**src/rtl/asrv32_stage_ctrl.sv**
```systemverilog
// ASRV32 multi-cycle stage sequencer: fetch, decode, execute, memory, writeback,
// with trap routing for illegal opcodes, data-bus errors and memory timeouts.
`ifndef ASRV32_OPCODES
`define ASRV32_OPCODES
`define OPCODE_WIDTH 11
`define RTYPE  0
`define ITYPE  1
`define LOAD   2
`define STORE  3
`define BRANCH 4
`define JAL    5
`define JALR   6
`define LUI    7
`define AUIPC  8
`define SYSTEM 9
`define FENCE  10
`endif

module asrv32_stage_ctrl #(
   parameter int TIMEOUT = 255,
   parameter int CNT_W   = $clog2(TIMEOUT + 1)
) (
   input  logic                     i_clk,
   input  logic                     i_rst_n,
   input  logic                     i_en,
   input  logic [`OPCODE_WIDTH-1:0] i_opcode,
   input  logic [4:0]               i_rd_addr,
   input  logic                     i_imem_ack,
   input  logic                     i_dmem_ack,
   input  logic                     i_dmem_err,
   output logic                     o_imem_req,
   output logic                     o_dec_ce,
   output logic                     o_exe_ce,
   output logic                     o_dmem_req,
   output logic                     o_dmem_we,
   output logic                     o_rd_we,
   output logic                     o_pc_we,
   output logic                     o_instret,
   output logic                     o_trap,
   output logic [1:0]               o_trap_cause,
   output logic [31:0]              o_minstret,
   output logic [2:0]               o_state
);

   typedef enum logic [2:0] {
      S_IDLE      = 3'd0,
      S_FETCH     = 3'd1,
      S_DECODE    = 3'd2,
      S_EXECUTE   = 3'd3,
      S_MEMORY    = 3'd4,
      S_WRITEBACK = 3'd5,
      S_TRAP      = 3'd6
   } state_t;

   state_t           state_q;
   logic [CNT_W-1:0] cnt_q;
   logic             dmem_we_q;
   logic             rd_we_q;
   logic [1:0]       cause_q;
   logic [31:0]      minstret_q;

   logic illegal;
   logic is_mem;
   logic rd_we_dec;
   logic timeout;

   // A legal opcode has exactly one bit set: non-zero and clear of its lowest set bit.
   assign illegal   = (i_opcode == '0) ||
                      ((i_opcode & (i_opcode - `OPCODE_WIDTH'(1))) != '0);
   assign is_mem    = i_opcode[`LOAD] | i_opcode[`STORE];
   assign rd_we_dec = (i_rd_addr != 5'd0) &&
                      !(i_opcode[`STORE] | i_opcode[`BRANCH] |
                        i_opcode[`FENCE] | i_opcode[`SYSTEM]);
   assign timeout   = (cnt_q == CNT_W'(TIMEOUT - 1));

   always_ff @(posedge i_clk or negedge i_rst_n) begin
      if (!i_rst_n) begin
         state_q    <= S_IDLE;
         cnt_q      <= '0;
         dmem_we_q  <= 1'b0;
         rd_we_q    <= 1'b0;
         cause_q    <= 2'd0;
         minstret_q <= 32'd0;
      end else begin
         case (state_q)
            S_IDLE: begin
               cnt_q <= '0;
               if (i_en) state_q <= S_FETCH;
            end
            S_FETCH: begin
               if (i_imem_ack) begin
                  state_q <= S_DECODE;
                  cnt_q   <= '0;
               end else if (timeout) begin
                  state_q <= S_TRAP;
                  cause_q <= 2'd3;
                  cnt_q   <= '0;
               end else begin
                  cnt_q <= cnt_q + 1'b1;
               end
            end
            S_DECODE: state_q <= S_EXECUTE;
            S_EXECUTE: begin
               // Decoder outputs are registered by now; capture what later stages need.
               cnt_q     <= '0;
               dmem_we_q <= i_opcode[`STORE];
               rd_we_q   <= rd_we_dec;
               if (illegal) begin
                  state_q <= S_TRAP;
                  cause_q <= 2'd1;
               end else if (is_mem) begin
                  state_q <= S_MEMORY;
               end else begin
                  state_q <= S_WRITEBACK;
               end
            end
            S_MEMORY: begin
               if (i_dmem_err) begin
                  state_q <= S_TRAP;
                  cause_q <= 2'd2;
                  cnt_q   <= '0;
               end else if (i_dmem_ack) begin
                  state_q <= S_WRITEBACK;
                  cnt_q   <= '0;
               end else if (timeout) begin
                  state_q <= S_TRAP;
                  cause_q <= 2'd3;
                  cnt_q   <= '0;
               end else begin
                  cnt_q <= cnt_q + 1'b1;
               end
            end
            S_WRITEBACK: begin
               minstret_q <= minstret_q + 32'd1;
               cause_q    <= 2'd0;
               cnt_q      <= '0;
               state_q    <= i_en ? S_FETCH : S_IDLE;
            end
            S_TRAP:  state_q <= S_IDLE;
            default: state_q <= S_IDLE;
         endcase
      end
   end

   assign o_imem_req   = (state_q == S_FETCH);
   assign o_dec_ce     = (state_q == S_DECODE);
   assign o_exe_ce     = (state_q == S_EXECUTE);
   assign o_dmem_req   = (state_q == S_MEMORY);
   assign o_dmem_we    = (state_q == S_MEMORY) && dmem_we_q;
   assign o_rd_we      = (state_q == S_WRITEBACK) && rd_we_q;
   assign o_pc_we      = (state_q == S_WRITEBACK);
   assign o_instret    = (state_q == S_WRITEBACK);
   assign o_trap       = (state_q == S_TRAP);
   assign o_trap_cause = cause_q;
   assign o_minstret   = minstret_q;
   assign o_state      = state_q;

endmodule
```
**config.mk**
```make
export PLATFORM = sky130hd
export DESIGN_NAME = asrv32_stage_ctrl
export DESIGN_NICKNAME = d
export VERILOG_FILES = /design/src/rtl/asrv32_stage_ctrl.sv
export SDC_FILE = /design/constraint.sdc
export NUM_CORES = 1
export LEC_CHECK = 0
export ABC_AREA = 1
export CAP_MARGIN = 20
export CORE_MARGIN = 1.5
export CORE_UTILIZATION = 40
export CTS_CLUSTER_SIZE = 25
export DETAILED_ROUTE_END_ITERATION = 10
export PLACE_DENSITY_LB_ADDON = 0.05
export SLEW_MARGIN = 20
export SYNTH_ARGS = -nofsm -noshare
export SYNTH_HDL_FRONTEND = slang
export SYNTH_SLANG_ARGS = --single-unit
```
**constraint.sdc**
```tcl
create_clock -name i_clk -period 2.45 [get_ports i_clk]
set_input_delay 0.49 -clock i_clk [delete_from_list [all_inputs] [get_ports i_clk]]
set_output_delay 0.49 -clock i_clk [all_outputs]
set_load 0.1 [all_outputs]
```
==> flow_summary_export.csv <==
group,metric,value,unit
cts,cts_root_buf,"clkbuf_8",
critical_path,arrival,1.65,ns
logic_synthesis,syn_area_per_cell,7.487,um^2
logic_synthesis,synth.distinct_cells,32,
detailed_routing,post_drt_wl_per_cell,12.17,um
placed_design,dp_hpwl,5.353,mm
timing,worst_clock_skew,0.008098,ns
floorplanning,rows,30,
detailed_routing,vias,2648,
power,p_comb_frac,0.503,
timing,final.setup.tns,0,ns
cts,clock_sinks,47,
floorplanning,die_w,87.45,um
power,ir_drop,1.099,mV
cts,clkSlewWorstSetupHoldPaths,0.09,ns
global_routing,overflow,0,
placed_design,gp_congestion,0.9282,
critical_path,crit_fanout,7,
critical_path,crit_type,"reg2out",
final_layout,fill_cells,689,
critical_path,cp-start-kind,"flip-flop",
final_layout,drive_above_1_share,0.1754,
floorplanning,start_util,0.4176,
timing,period_needed,2.143,ns
global_routing,grt_use_total,0.1906,
power,intPower,0.001565,W
run_status,status,"complete, no violations",
cts,cts_setup_buffers,0,
timing,hold_slack,0.1879,ns
power,seq_power_share,0.313,
timing,rsz0062_at_grt,"false",
logic_synthesis,synth-edff-count,0,
critical_path,cp-end-kind,"output port",
floorplanning,dieArea,7648,um^2
logic_synthesis,synth_common_cells,"nand2_1 (107), inv_1 (51), dfrtp_1 (47), nor2_1 (44)",
floorplanning,ios,68,
detailed_routing,first_pass_iters,4,
cts,cts_tree,"yes",
floorplanning,die_h,87.45,um
logic_synthesis,yosysTopAreaCell,"dfrtp_1",
final_layout,antenna_cells,0,
timing,hold_violations,0,
logic_synthesis,synth_seq_area_share,0.4123,
detailed_routing,drc,0,
placed_design,portBuffers,67,
final_layout,postLayoutCoreUtil,0.5515,
timing,relSlewSlack,0.5976,
power,switching_power,0.001568,W
global_routing,grt_pass1_wl,11.41,mm
timing,drv_slew,0,
final_layout,multi_input_area,1490,um^2
cts,htree_levels,2,
power,finalPower,0.003133,W
logic_synthesis,synthTopCellsByArea,"dfrtp_1 (41%), nand2_1 (14%), xor2_1 (8.0%), inv_1 (6.7%), nor2_1 (5.8%)",
run,cap_viol_max_count,0,
logic_synthesis,syn_inst,381,
logic_synthesis,syn_area,2853,um^2
final_layout,regArea,1180,um^2
final_layout,finalNetCount,480,
detailed_routing,drt-total-wl,6.717,mm
logic_synthesis,synth_ff_type,"dfrtp_1",
floorplanning,core,6832,um^2
logic_synthesis,async_flop_share,1.000,
logic_synthesis,synth_most_common_cell,"nand2_1",
power,pwr-share-clk,0.184,
power,swShare,0.5005,
detailed_routing,avgViaCountPerCell,4.797,
timing,finalSetupViolCount,0,
cts,post_cts.resized_instances,0,
global_routing,antenna_found_initial,0,
logic_synthesis,synth_nets,406,
power,p_leak,1.866,nW
logic_synthesis,synth.top_cell.area_share,0.4123,
global_routing,grt_pass1_vias,2545,
placed_design,place_area,3655,um^2
critical_path,crit_required,1.96,ns
timing,fin_crit_sh,0.8747,
timing,max_freq,0.4666,GHz
worst_hold_path,hold_class,"in2async",
logic_synthesis,ys_ff_latch,47,
cts,cts_made_buffers,5,
logic_synthesis,ys_warn_count,0,
cts,cts_hold_buf,0,
cts,clock_path_buffers,2,
detailed_routing,initialDrtViolationCount,98,
global_routing,grt_max_degree,25,
detailed_routing,ant_nets,0,
final_layout,synthToLayoutAreaGrowth,32.06,%
final_layout,design_area,3767,um^2
power,power_density,831.5,nW/um^2
timing,worst_slew_pin_slew,0.6036,ns
cts,clk_latency,0.30,ns
placed cells by master, fill, tap and decap left out, drive strengths merged:
cell	netlist	final
a21oi	4	4
buf	1	49
bufinv	0	1
clkbuf	1	5
clkdlybuf4s50	0	20
clkinv	0	2
dfrtp	47	47
ha	3	3
inv	53	53
nand2	109	109
nand3	26	26
nand3b	2	2
nand4	9	9
nor2	50	50
nor3	21	21
o211ai	2	2
o21ai	12	12
o21bai	1	1
o22ai	2	2
o311ai	1	1
o31ai	2	2
o32ai	1	1
or2	1	1
or3	1	1
xnor2	6	6
xor2	26	26
state kept, by name (all words and copies together) (netlist names):
name and cells:
o_minstret 32, cnt_q 8, o_state 3, o_trap_cause 2, dmem_we_q 1, rd_we_q 1
cell type report:
type	count	area share
clock buffers	5	0.01827
repair buffers	69	0.1767
clock inverters	3	0.01162
multi-input cells	279	0.3956
well taps	96	0.03188
inverters	53	0.05281
flip-flops and latches	47	0.3132
cells by family (layout without fill, tap and decap cells):
| group | count (synthesis) | in the layout | share of synthesized area |
|---|---|---|---|
| and+or+nand+nor | 219 | 219 | 0.3509 |
| buffers and inverters | 55 | 130 | 0.07368 |
| DFF | 47 | 47 | 0.4123 |
| AOI/OAI and AO/OA | 25 | 25 | 0.05175 |
| xor gates and xnor gates | 32 | 32 | 0.09825 |
| adders and majority gates | 3 | 3 | 0.01316 |
power by group through the flow:
| stage | Clock, W | Sequential, W | Combinational (W) |
|---|---|---|---|
| 6_report | 0.000575 | 0.000982 | 0.00158 |
| 5_1_grt | 0.000637 | 0.000998 | 0.00168 |
| 4_1_cts | 0.000599 | 0.000981 | 0.00158 |
| 3_5_place_dp | 0 | 0.000995 | 0.00158 |
| 3_3_place_gp | 0 | 0.000992 | 0.00157 |
| 2_1_floorplan | 0 | 0.00141 | 0.000727 |
final timing paths:
check                                           start                    endpoint  slack, ns  cells after the start
max                            o_state[2]$_DFFE_PN0P_                    o_exe_ce       0.31                      6
min                                           i_rst_n   o_minstret[3]$_DFFE_PN0P_       0.19                      1
max reg2reg                      cnt_q[0]$_DFFE_PN0P_        cnt_q[7]$_DFFE_PN0P_       0.60                      7
min reg2reg                o_minstret[18]$_DFFE_PN0P_  o_minstret[18]$_DFFE_PN0P_       0.52                      1
max in group asynchronous                     i_rst_n   o_minstret[7]$_DFFE_PN0P_       1.73                      2
min in group i_clk         o_minstret[18]$_DFFE_PN0P_  o_minstret[18]$_DFFE_PN0P_       0.52                      1
layer usage:
metal  up-vias  track usage  wire length, um
met2        46       0.3252             3335
met4         0      0.04473               50
li1       1354            -                -
met3         5      0.04550              251
met1      1243       0.2432             3080
met5         -            0                0
critical path: stages (launching register included):
cell and delay [ns]:
dfrtp_2 0.45, inv_1 0.14, nand2_1 0.11, inv_1 0.08
nand2_1 0.12, inv_1 0.24, buf_12 0.21
per-stage QoR:
stage,worst slack [ns],cells
final,0.3069,552
after global routing,0.1370,552
after CTS,0.2993,552
after detailed placement,0.3071,544
after global placement,0.3840,544
after floorplan,0.02641,381
Power figures use the tool's default switching activity.
